## src/rtl/cmp_arbiter.sv

```systemverilog
// Round-robin arbiter sharing one unsigned compare unit (EQ/GT/LT/MAX) among
// NREQ requesters; answers each grant with a tagged, registered response.

module cmp_arbiter #(
  parameter int W    = 4,
  parameter int NREQ = 4,
  parameter int IDW  = 2
) (
  input  logic              clk,
  input  logic              rst_n,
  input  logic              en,
  input  logic [NREQ-1:0]   req,
  input  logic [NREQ*W-1:0] req_x,
  input  logic [NREQ*W-1:0] req_y,
  input  logic [NREQ*2-1:0] req_op,
  output logic [NREQ-1:0]   gnt,
  output logic              busy,
  output logic              resp_valid,
  output logic [IDW-1:0]    resp_id,
  output logic [W-1:0]      resp_result,
  output logic [2:0]        resp_flags
);

  typedef enum logic [1:0] {
    IDLE  = 2'b00,
    GRANT = 2'b01,
    RESP  = 2'b10
  } state_t;

  localparam logic [NREQ-1:0] GNT_ONE = {{(NREQ-1){1'b0}}, 1'b1};

  state_t           state_r;
  state_t           state_s;
  logic [IDW-1:0]   ptr_r;
  logic [IDW-1:0]   id_r;
  logic [W-1:0]     x_r;
  logic [W-1:0]     y_r;
  logic [1:0]       op_r;
  logic [NREQ-1:0]  gnt_r;
  logic             busy_r;
  logic             resp_valid_r;
  logic [IDW-1:0]   resp_id_r;
  logic [W-1:0]     resp_result_r;
  logic [2:0]       resp_flags_r;

  logic             found_s;
  logic [IDW-1:0]   win_s;
  logic [IDW-1:0]   idx_s;
  logic             eq_s;
  logic             gt_s;
  logic             lt_s;
  logic [W-1:0]     result_s;

  logic [W-1:0]     x_arr_s  [NREQ];
  logic [W-1:0]     y_arr_s  [NREQ];
  logic [1:0]       op_arr_s [NREQ];

  for (genvar i = 0; i < NREQ; i++) begin : g_unpack
    assign x_arr_s[i]  = req_x[i*W +: W];
    assign y_arr_s[i]  = req_y[i*W +: W];
    assign op_arr_s[i] = req_op[i*2 +: 2];
  end

  // Round-robin search: first asserted request after the last winner.
  always_comb begin
    found_s = 1'b0;
    win_s   = {IDW{1'b0}};
    idx_s   = {IDW{1'b0}};
    for (int off = 1; off <= NREQ; off++) begin
      idx_s = IDW'((int'(ptr_r) + off) % NREQ);
      if (!found_s && req[idx_s]) begin
        found_s = 1'b1;
        win_s   = idx_s;
      end else begin
        found_s = found_s;
      end
    end
  end

  // Unsigned compare of the latched operands and op-code result select.
  always_comb begin
    eq_s     = (x_r == y_r);
    gt_s     = (x_r > y_r);
    lt_s     = (x_r < y_r);
    result_s = {W{1'b0}};
    case (op_r)
      2'b00:   result_s = {{(W-1){1'b0}}, eq_s};
      2'b01:   result_s = {{(W-1){1'b0}}, gt_s};
      2'b10:   result_s = {{(W-1){1'b0}}, lt_s};
      2'b11:   result_s = gt_s ? x_r : y_r;
      default: result_s = {W{1'b0}};
    endcase
  end

  // State register.
  always_ff @(posedge clk or negedge rst_n) begin
    if (!rst_n) begin
      state_r <= IDLE;
    end else begin
      state_r <= state_s;
    end
  end

  // Next-state logic; arbitration happens only in IDLE.
  always_comb begin
    state_s = state_r;
    case (state_r)
      IDLE: begin
        if (en && found_s) begin
          state_s = GRANT;
        end else begin
          state_s = IDLE;
        end
      end
      GRANT:   state_s = RESP;
      RESP:    state_s = IDLE;
      default: state_s = IDLE;
    endcase
  end

  // Grant latch, response registers and round-robin pointer.
  always_ff @(posedge clk or negedge rst_n) begin
    if (!rst_n) begin
      ptr_r         <= IDW'(NREQ - 1);
      id_r          <= {IDW{1'b0}};
      x_r           <= {W{1'b0}};
      y_r           <= {W{1'b0}};
      op_r          <= 2'b00;
      gnt_r         <= {NREQ{1'b0}};
      busy_r        <= 1'b0;
      resp_valid_r  <= 1'b0;
      resp_id_r     <= {IDW{1'b0}};
      resp_result_r <= {W{1'b0}};
      resp_flags_r  <= 3'b000;
    end else begin
      busy_r <= (state_s != IDLE);
      case (state_r)
        IDLE: begin
          resp_valid_r <= 1'b0;
          if (en && found_s) begin
            gnt_r <= GNT_ONE << win_s;
            ptr_r <= win_s;
            id_r  <= win_s;
            x_r   <= x_arr_s[win_s];
            y_r   <= y_arr_s[win_s];
            op_r  <= op_arr_s[win_s];
          end else begin
            gnt_r <= {NREQ{1'b0}};
          end
        end
        GRANT: begin
          gnt_r         <= {NREQ{1'b0}};
          resp_valid_r  <= 1'b1;
          resp_id_r     <= id_r;
          resp_result_r <= result_s;
          resp_flags_r  <= {lt_s, gt_s, eq_s};
        end
        RESP: begin
          gnt_r        <= {NREQ{1'b0}};
          resp_valid_r <= 1'b0;
        end
        default: begin
          gnt_r        <= {NREQ{1'b0}};
          resp_valid_r <= 1'b0;
        end
      endcase
    end
  end

  assign gnt         = gnt_r;
  assign busy        = busy_r;
  assign resp_valid  = resp_valid_r;
  assign resp_id     = resp_id_r;
  assign resp_result = resp_result_r;
  assign resp_flags  = resp_flags_r;

  cmp_arbiter_chk #(.NREQ(NREQ)) u_chk (
    .clk        (clk),
    .rst_n      (rst_n),
    .gnt        (gnt_r),
    .busy       (busy_r),
    .resp_valid (resp_valid_r)
  );

endmodule

// Protocol properties of the arbiter outputs.
module cmp_arbiter_chk #(
  parameter int NREQ = 4
) (
  input logic            clk,
  input logic            rst_n,
  input logic [NREQ-1:0] gnt,
  input logic            busy,
  input logic            resp_valid
);

  a_gnt_onehot: assert property (@(posedge clk) disable iff (!rst_n) $onehot0(gnt));
  a_gnt_busy:   assert property (@(posedge clk) disable iff (!rst_n) (|gnt) |-> busy);
  a_resp_busy:  assert property (@(posedge clk) disable iff (!rst_n) resp_valid |-> busy);
  a_exclusive:  assert property (@(posedge clk) disable iff (!rst_n) !((|gnt) && resp_valid));

endmodule

```

## config.mk

```make
export PLATFORM = sky130hd
export DESIGN_NAME = cmp_arbiter
export DESIGN_NICKNAME = d
export VERILOG_FILES = /design/src/rtl/cmp_arbiter.sv
export SDC_FILE = /design/constraint.sdc
export NUM_CORES = 1
export LEC_CHECK = 0
export CAP_MARGIN = 25
export CORE_AREA = 2 2 81 83
export CTS_CLUSTER_DIAMETER = 100
export DETAILED_ROUTE_END_ITERATION = 6
export DIE_AREA = 0 0 83 85
export HOLD_SLACK_MARGIN = 0.06
export PLACE_DENSITY = 0.51
export SLEW_MARGIN = 15
export SYNTH_ARGS = -nofsm -noshare
export SYNTH_HDL_FRONTEND = slang
export SYNTH_SLANG_ARGS = --single-unit
export TNS_END_PERCENT = 5
```

## constraint.sdc

```tcl
create_clock -name clk -period 2 [get_ports clk]
set_input_delay 0.4 -clock clk [delete_from_list [all_inputs] [get_ports clk]]
set_output_delay 0.4 -clock clk [all_outputs]
set_load 0.02 [all_outputs]
```

* Yosys cells after proc, flatten, opt, wreduce, memory -nomap -nowiden
Cells that the tools add are included.
** Word-level totals
- Register bits :: 31
- Input bits :: 47
- Output and inout port bits :: 15
- Logic and storage cells :: 73
** Cells by class
- Add/sub/neg operators :: 4
- Order comparisons :: 7
- Eq/ne operators :: 5
- Shift operators :: 1
- Mux-type cells :: 32
- Bitwise gates (word level) :: 1
- Reductions and logical operators :: 11
** Operator list (number)
- 4-bit two-way mux :: 7
- 4-bit binary-select mux with 2-bit select :: 2
- 4-bit case mux with 4 select lines :: 1
- 2-bit by 3-bit less-than comparator with 1-bit output, second input constant :: 4
- 2-bit two-way mux :: 6
- 1-bit two-way mux :: 10
- 1-bit binary-select mux with 2-bit select :: 4
- 2-bit by 1-bit adder with 2-bit output, second input constant :: 2
- 2-bit adder, second input constant :: 2
- 2-bit binary-select mux with 2-bit select :: 1
- 2-bit by 1-bit equality test with 1-bit output, second input constant :: 2
- 2-bit equality test, second input constant :: 2
- 4-bit equality test :: 1
- 4-bit greater-than comparator :: 1
- 1-bit logical AND :: 4
- 2-bit logical NOT :: 2
- 4-bit less-than comparator :: 1
- 2-bit case mux with 2 select lines :: 1
- 1-bit by 2-bit << shifter with 4-bit output, first input constant :: 1
- 3-bit >= comparator, second input constant :: 1
- 1-bit logical NOT :: 3
- 2-bit NOT with 3-bit output :: 1
- 2-bit AND reduction :: 1
- 2-bit nonzero test :: 1

* Longest topological paths before layout
Gate-level depths: netlist of the first run.
- Word-level depth :: 17
- Gate-level depth with buffers :: 8
- Mapped depth without buffers :: 7

* Least setup slack after synthesis of the first run
No wires, ideal clock.
- Path type :: flip-flop to flip-flop
- Start :: reg ptr_r[1]
- End :: reg x_r[3]
- Setup time :: 0.126 ns
- Arrival time :: 1.683 ns
- Required time :: 1.874 ns
- Slack :: 0.191 ns
- Stages on the path, launching flop included :: 7
- Buffers on the path :: 2
- Clock period less this slack :: 1.809 ns
- Cell sequence :: dfstp_2 -> mux2i_1 -> o221ai_4 -> buf_6 -> buf_8 -> mux2i_1 -> a221o_1
** Between the ends
- Cells in the longest elaborated chain, start to end :: 17
- Elaborated cells between the ends (all ways) :: 32
- Those cells by class :: add/sub: 4; mux: 19; bitwise: 1; reduce/logical: 8
** RTL lines
- from (decl) :: RTL line 34 : logic [IDW-1:0] ptr_r;
- from (signal assigned) :: RTL line 124 : ptr_r <= IDW'(NREQ - 1);
- from (signal assigned) :: RTL line 142 : ptr_r <= win_s;
- 2-bit by 1-bit adder with 2-bit output :: RTL line 70 : idx_s = IDW'((int'(ptr_r) + off) % NREQ);
- 1-bit binary-select mux with 2-bit select :: RTL line 71 : if (!found_s && req[idx_s]) begin
- 1-bit two-way mux (not written as such) :: RTL line 71
- 1-bit two-way mux :: RTL line 71
- 1-bit logical NOT :: RTL line 71
- 1-bit logical AND :: RTL line 71
- 1-bit two-way mux :: RTL line 71
- 1-bit logical NOT :: RTL line 71
- 1-bit logical AND :: RTL line 71
- 1-bit two-way mux :: RTL line 71
- 1-bit logical NOT :: RTL line 71
- 1-bit logical AND :: RTL line 71
- 2-bit two-way mux :: RTL line 71
- 2-bit NOT with 3-bit output (not written as such) :: RTL line 144 : x_r <= x_arr_s[win_s];
- 4-bit binary-select mux with 2-bit select :: RTL line 144
- 4-bit two-way mux (not written as such) (2 in a row) :: RTL line 144
- to (signal assigned) :: RTL line 126 : x_r <= {W{1'b0}};
- to (signal assigned) :: RTL line 144
- to (decl) :: RTL line 36 : logic [W-1:0] x_r;
Several ways; a longest one is shown, not always the timed one. The select of a mux whose other input is x is not followed.
A chain may end at the register's enable or synchronous reset.

* Worst setup path after layout of the first run
- Start :: in req[1]
- End :: reg y_r[0]
** Between the ends
- Cells in the longest elaborated chain, start to end :: 16
- Elaborated cells between the ends (all ways) :: 28
- Those cells by class :: mux: 19; bitwise: 1; reduce/logical: 8
** RTL lines
- from (decl) :: RTL line 12 : input logic [NREQ-1:0] req,
- 1-bit binary-select mux with 2-bit select :: RTL line 71
- 1-bit two-way mux (not written as such) :: RTL line 71
- 1-bit two-way mux :: RTL line 71
- 1-bit logical NOT :: RTL line 71
- 1-bit logical AND :: RTL line 71
- 1-bit two-way mux :: RTL line 71
- 1-bit logical NOT :: RTL line 71
- 1-bit logical AND :: RTL line 71
- 1-bit two-way mux :: RTL line 71
- 1-bit logical NOT :: RTL line 71
- 1-bit logical AND :: RTL line 71
- 2-bit two-way mux :: RTL line 71
- 2-bit NOT with 3-bit output (not written as such) :: RTL line 145 : y_r <= y_arr_s[win_s];
- 4-bit binary-select mux with 2-bit select :: RTL line 145
- 4-bit two-way mux (not written as such) (2 in a row) :: RTL line 145
- to (signal assigned) :: RTL line 127 : y_r <= {W{1'b0}};
- to (signal assigned) :: RTL line 145
- to (decl) :: RTL line 37 : logic [W-1:0] y_r;
Several ways; a longest one is shown, not always the timed one. The select of a mux whose other input is x is not followed.

==> results of run 1 <==
per-layer routing:
| metal | global-route usage, % | wire length [um] | vias up |
|---|---|---|---|
| met5 | 0 | 0 | - |
| met2 | 20.2 | 1970 | 51 |
| met4 | 4.47 | 31 | 0 |
| met3 | 3.50 | 244 | 4 |
| li1 | - | - | 767 |
| met1 | 17.6 | 2000 | 661 |
flip-flops by register name, summed over array words and instances, names as in the netlist:
name / cells
gnt: 4
resp_result: 4
x_r: 4
y_r: 4
resp_flags: 3
id_r: 2
op_r: 2
ptr_r: 2
resp_id: 2
busy: 1
resp_valid: 1
state_r: 1
logic make-up after synthesis:
kind of cell / share of synthesized area, %
AND/OR/NAND/NOR: 19.8
flip-flops: 43.8
AO/OA/AOI/OAI: 12.4
multiplexers: 15.3
buffers and inverters: 5.82
adder cells (fa/ha/maj): 2.91
timing repair:
| action | in CTS | in global routing |
|---|---|---|
| resized for setup | 7 | 2 |
| endpoints found under the setup margin | 10 | 12 |
| pin swaps | 5 | 1 |
| cloned | 1 | 0 |
| buffers inserted | 2 | 0 |
cells in the mapped netlist (all sizes together) (2+ instances only):
cell,instances,area (um^2)
dfrtp,28,701
dfstp,2,52.6
mux2,11,124
nor2b,2,12.5
inv,8,30.0
ha,4,50.1
nor2,9,33.8
o221ai,6,70.1
nand3,24,140
mux2i,14,140
buf,6,58.8
a21oi,5,25.0
nand2,20,77.6
a221o,6,60.1
nand2b,3,18.8
clkbuf,3,11.3
o21ai,6,30.0
power breakdown:
group	switching, mW	total (mW)	leakage [nW]	internal, mW
Clock	0.198	0.437	0.0383	0.239
Sequential	0.169	1.01	0.378	0.845
Combinational	0.767	1.67	0.729	0.900
area by class of cell:
type	instances	area, um^2
flip-flops and latches	30	753
inverters	8	30.0
clock buffers	7	76.3
multi-input cells	121	887
well taps	77	96.3
fillers	598	3550
repair buffers	83	810
worst paths after layout:
check / startpoint / endpoint / slack, ns / cells past startpoint
max in group asynchronous: rst_n / ptr_r[0]$_DFFE_PN1P_ / 1.17 / 2
min in group asynchronous: rst_n / gnt[2]$_DFF_PN0_ / 0.51 / 2
worst max register to register: ptr_r[1]$_DFFE_PN1P_ / y_r[0]$_DFFE_PN0P_ / 0.02 / 6
worst min register to register: id_r[1]$_DFFE_PN0P_ / resp_id[1]$_DFFE_PN0P_ / 0.47 / 2
worst max-delay path: req[1] / y_r[0]$_DFFE_PN0P_ / 0.01 / 7
worst min-delay path: id_r[1]$_DFFE_PN0P_ / resp_id[1]$_DFFE_PN0P_ / 0.47 / 2
worst max-delay path: cells and delay by family:
kind | cells | cell delay [ns]
buffers and inverters | 3 | 0.75
AOI/OAI and AO/OA | 2 | 0.59
muxes | 2 | 0.40
through the flow:
stage	hold slack [ns]	total power, mW
floorplan	0.104	1.99
global placement	0.456	2.57
detailed placement	0.454	2.60
CTS	0.468	3.15
global route	0.515	3.38
finish	0.470	3.12
==> parameters.txt, run 1 <==
Parameter                              Value

Clocking
  Number of buffers inserted during clock tree synthesis    5
  Clock tree from TritonCTS    yes
  Number of hold buffers added after CTS    0
  Clock latency on the worst-skew pair    0.27 ns
  Master cell of the clock root buffer    sky130_fd_sc_hd__clkbuf_8
  Maximum buffer depth of the clock tree    2
  Reg clk slew, reported paths    0.06 ns
  CTS sink count    30
  H-Tree Level Count    2

Run
  Max-capacitance violation count    0

Timing
  Rel. slew slack    69.5%
  Slew at the pin closest to its max-slew limit    0.456 ns
  Final Worst Setup Slack    0.0140 ns
  F_max    504 MHz
  Number of hold violations in the final report    0
  Tcrit/Tclk final    99.3%
  Min cycle time layout    1.99 ns
  Setup repair after global routing missed its margin    true
  Final-layout setup total negative slack    0 ns
  Worst-case clock skew    0.00380 ns
  Number of setup violations in the final report    0
  Max-slew violations    0

Routing
  Detailed-route wire length per cell    13.0 um
  Detailed router's first-iteration violation count    48
  Antenna viol nets, final    0
  Pre-Repair DR Iteration Count    4
  Number of remaining DRC errors    0
  Routed vias    1,483
  Routed Wire Length    4250 um
  Via/cell ratio    4.55

Logic synthesis
  Share of synthesized registers carrying an async set or reset    100%
  Synth warn    0
  Register area share after synthesis    43.8%
  Synth Register Bits    30
  Post-Synthesis Net Count    219
  Mapped Area    0.00172 mm^2
  Avg Synthesized Cell Area    10.2 um^2
  Count of flip-flops with a built-in enable after synthesis    0
  Most used flip-flop cell after synthesis    sky130_fd_sc_hd__dfrtp_1
  Library cells used by synthesis    34
  Number of instances in the synthesized netlist    168

Cells and area
  Layout Nets    300
  Final cell count without fillers    326
  Commonest cells after routing, fill and taps aside    sky130_fd_sc_hd__clkdlybuf4s50_1 (59), sky130_fd_sc_hd__dfrtp_1 (28), sky130_fd_sc_hd__nand3_1 (20)
  Finished Cell Area    0.00265 mm^2
  Fraction of the core area covered by cells at the end of the flow    42.8%
  Inserted Diodes    0
  Area delta synth->final    54.2%
  Most frequent standard cell in the layout excluding fill and tap cells    sky130_fd_sc_hd__clkdlybuf4s50_1
  Fraction of layout instances using a drive strength above 1    21.7%

Power
  Static leakage    1.14 nW
  Pwr/cell area    1180 mW/mm^2
  Worst IR Drop VDD    0.000539 V

Setup path
  Data required time at the worst endpoint    2.16 ns
  Crit. End Element    register
  Critical path class    input port to register
  Worst-path cell chain    clkdlybuf4s50_1 -> buf_4 -> mux2i_2 -> o221ai_4 -> buf_12 -> mux2_2 -> a221o_1
  Arrival @ worst endpoint    2.15 ns
  Launching element type of the critical path    input port
  Master of the slowest instance on the critical path    sky130_fd_sc_hd__clkdlybuf4s50_1
  Critical path's largest stage delay    0.47 ns
  Critical-path maximum fanout    5

Place
  Global placer's final weighted congestion    0.716
  HPWL reported at the end of detailed placement    3310 um
  Placed instance count    316
  Area after DPL    0.00250 mm^2
  Buffers on Ports    61
  Worst slack at placement    -0.375 ns

Die
  I/O pin total    62
  Die Width    83 um
  Std-Cell Core Area    0.00620 mm^2
  Number of rows created at floorplan    29
  Height of the chip    85 um
  Area of the die    0.00706 mm^2
  Effective utilization at floorplan    27.7%

Min path
  Worst Hold Class    register to register

Global routing
  Pin count of the biggest net entering global routing    31
  Number of antenna violations at the first check in global routing    0
  Wire length of the first global-routing pass    7280 um
  Total global routing track utilization    13.0%
  Remaining global-route overflow    0
  Vias in the first global route    1,518

Status
  Outcome    completed
Power figures use the tool's default switching activity.
==> inputs of run 2 (changes only) <==
--- a/config.mk
+++ b/config.mk
@@ -10,7 +10,7 @@
 export CTS_CLUSTER_DIAMETER = 100
 export DETAILED_ROUTE_END_ITERATION = 6
 export DIE_AREA = 0 0 83 85
-export HOLD_SLACK_MARGIN = 0.06
+export HOLD_SLACK_MARGIN = 0.02
 export PLACE_DENSITY = 0.51
 export SLEW_MARGIN = 15
 export SYNTH_ARGS = -nofsm -noshare
==> results of run 2 <==
The final DEF is identical to that of run 1; final timing and power are the same.
==> inputs of run 3 (changes only) <==
--- a/config.mk
+++ b/config.mk
@@ -7,6 +7,7 @@
 export LEC_CHECK = 0
 export CAP_MARGIN = 25
 export CORE_AREA = 2 2 81 83
+export CTS_BUF_LIST = sky130_fd_sc_hd__clkbuf_4 sky130_fd_sc_hd__clkbuf_8
 export CTS_CLUSTER_DIAMETER = 100
 export DETAILED_ROUTE_END_ITERATION = 6
 export DIE_AREA = 0 0 83 85
==> constraint.sdc (replaced) <==
create_clock -name clk -period 1.9 [get_ports clk]
set_input_delay 0.38 -clock clk [delete_from_list [all_inputs] [get_ports clk]]
set_output_delay 0.38 -clock clk [all_outputs]
set_load 0.02 [all_outputs]
==> parameters.txt, run 3 (synthesis gave the netlist of run 1 again) <==
Parameter                              Value

Status
  Outcome    completed

Die
  Std-Cell Core Area    0.00620 mm^2
  I/O pin total    62
  Area of the die    0.00706 mm^2
  Die Width    83 um
  Number of rows created at floorplan    29
  Height of the chip    85 um
  Effective utilization at floorplan    27.7%

Min path
  Worst Hold Class    register to register
  Worst min-delay path startpoint    id_r[1]$_DFFE_PN0P_

Place
  Global placer's final weighted congestion    0.716
  Buffers on Ports    61
  HPWL reported at the end of detailed placement    3310 um
  Worst slack at placement    -0.481 ns

Timing
  Setup repair after global routing missed its margin    true
  Rel. slew slack    74.4%
  Hold Worst Slack    0.469 ns
  Number of setup violations in the final report    0
  F_max    528 MHz
  Final Worst Setup Slack    0.00573 ns
  Number of hold violations in the final report    0
  Slew at the pin closest to its max-slew limit    0.384 ns
  Worst-case clock skew    0.00754 ns
  Tcrit/Tclk final    99.7%
  Min cycle time layout    1.89 ns
  Max-slew violations    0

Setup path
  Launching point of the worst reg2reg path    ptr_r[1]$_DFFE_PN1P_
  Critical-path maximum fanout    6
  Reg2reg setup slack    0.02 ns
  Crit. End Element    register
  Data required time at the worst endpoint    2.07 ns
  Critical path class    input port to register
  Start point of the critical path    req[1]
  Arrival @ worst endpoint    2.07 ns
  Launching element type of the critical path    input port

Power
  Net switching power figure    1.29 mW
  Int Power    2.26 mW
  Switching fraction of total power    36.4%
  Share of power burned in registers    30.0%
  Worst IR Drop VDD    0.000526 V
  Combinational group share of total power    53.1%
  Pwr/cell area    1290 mW/mm^2
  Clk pwr share    16.9%
  Final total power    3.55 mW
  Static leakage    1.19 nW

Routing
  Antenna viol nets, final    0
  Pre-Repair DR Iteration Count    4
  Detailed-route wire length per cell    13.5 um
  Routed Wire Length    4470 um
  Number of remaining DRC errors    0
  Routed vias    1,525
  Detailed router's first-iteration violation count    38
  Via/cell ratio    4.61

Cells and area
  Commonest cells after routing, fill and taps aside    sky130_fd_sc_hd__clkdlybuf4s50_1 (59), sky130_fd_sc_hd__dfrtp_1 (28), sky130_fd_sc_hd__buf_4 (19)
  Area delta synth->final    60.1%
  Layout Nets    304
  Final-layout fill cell count    619
  Most frequent standard cell in the layout excluding fill and tap cells    sky130_fd_sc_hd__clkdlybuf4s50_1
  Fraction of layout instances using a drive strength above 1    26.8%
  Fraction of the core area covered by cells at the end of the flow    44.4%
  Inserted Diodes    0

Clocking
  Number of hold buffers added after CTS    0
  H-Tree Level Count    2
  Maximum buffer depth of the clock tree    2
  Number of buffers inserted during clock tree synthesis    5
  Master cell of the clock root buffer    sky130_fd_sc_hd__clkbuf_8
  Clock latency on the worst-skew pair    0.28 ns
  Clock tree from TritonCTS    yes
  Reg clk slew, reported paths    0.07 ns
  CTS sink count    30

Global routing
  Total global routing track utilization    12.8%
  Wire length of the first global-routing pass    7200 um
  Number of antenna violations at the first check in global routing    0
  Vias in the first global route    1,466
  Remaining global-route overflow    0
  Pin count of the biggest net entering global routing    31

Run
  Max-capacitance violation count    0
run 3: worst max-delay path, cell delays in order:
cell                              delay [ns]
sky130_fd_sc_hd__clkdlybuf4s50_1        0.47
sky130_fd_sc_hd__buf_4                  0.12
sky130_fd_sc_hd__mux2i_1                0.10
sky130_fd_sc_hd__o221ai_4               0.21
sky130_fd_sc_hd__buf_6                  0.16
sky130_fd_sc_hd__mux2_2                 0.33
sky130_fd_sc_hd__a221o_1                0.31
run 3: area by class of cell:
cell class	count	area, um^2	area share, %
multi-input combinational	121	931	33.8
timing repair buffer	87	830	30.1
sequential	30	753	27.3
clock buffer	8	110	4.00
tap	77	96.3	3.50
inverter	8	35.0	1.27
run 3: repair_timing:
action,CTS,global route
resized for setup,11,17
cloned,0,1
setup buffers,3,2
pin swaps,1,5
setup endpoints to repair,12,13
run 3: power groups by stage:
stage / clock network, mW / logic (mW) / registers, mW
global placement: 0 / 1.65 / 1.07
floorplan: 0 / 0.940 / 1.15
detailed placement: 0 / 1.67 / 1.08
global route: 0.649 / 2.07 / 1.11
finish: 0.600 / 1.88 / 1.06
CTS: 0.612 / 1.74 / 1.07
run 3: final timing paths:
path | to | cells past startpoint
max reg2reg | y_r[0]$_DFFE_PN0P_ | 7
max | y_r[0]$_DFFE_PN0P_ | 7
min reg2reg | resp_id[1]$_DFFE_PN0P_ | 2
max in group asynchronous | ptr_r[1]$_DFFE_PN1P_ | 2
min | resp_id[1]$_DFFE_PN0P_ | 2
min in group asynchronous | state_r[0]$_DFF_PN0_ | 2
run 3: per-stage QoR:
step | std cells | cell area, um^2 | setup TNS, ns
floorplan | 168 | 1720 | 0
global placement | 317 | 2510 | -5.73
detailed placement | 317 | 2510 | -6.17
CTS | 328 | 2670 | 0
global route | 331 | 2760 | -0.418
finish | 331 | 2760 | 0
run 3: metal layers:
layer | track usage, % | wire length [um] | vias to the layer above | share of wire [%]
li1 | - | - | 780 | -
met1 | 17.2 | 2040 | 697 | 46
met2 | 19.6 | 2140 | 43 | 48
met3 | 3.70 | 249 | 5 | 5.6
met4 | 4.92 | 37 | 0 | 0.83
met5 | 0 | 0 | - | 0
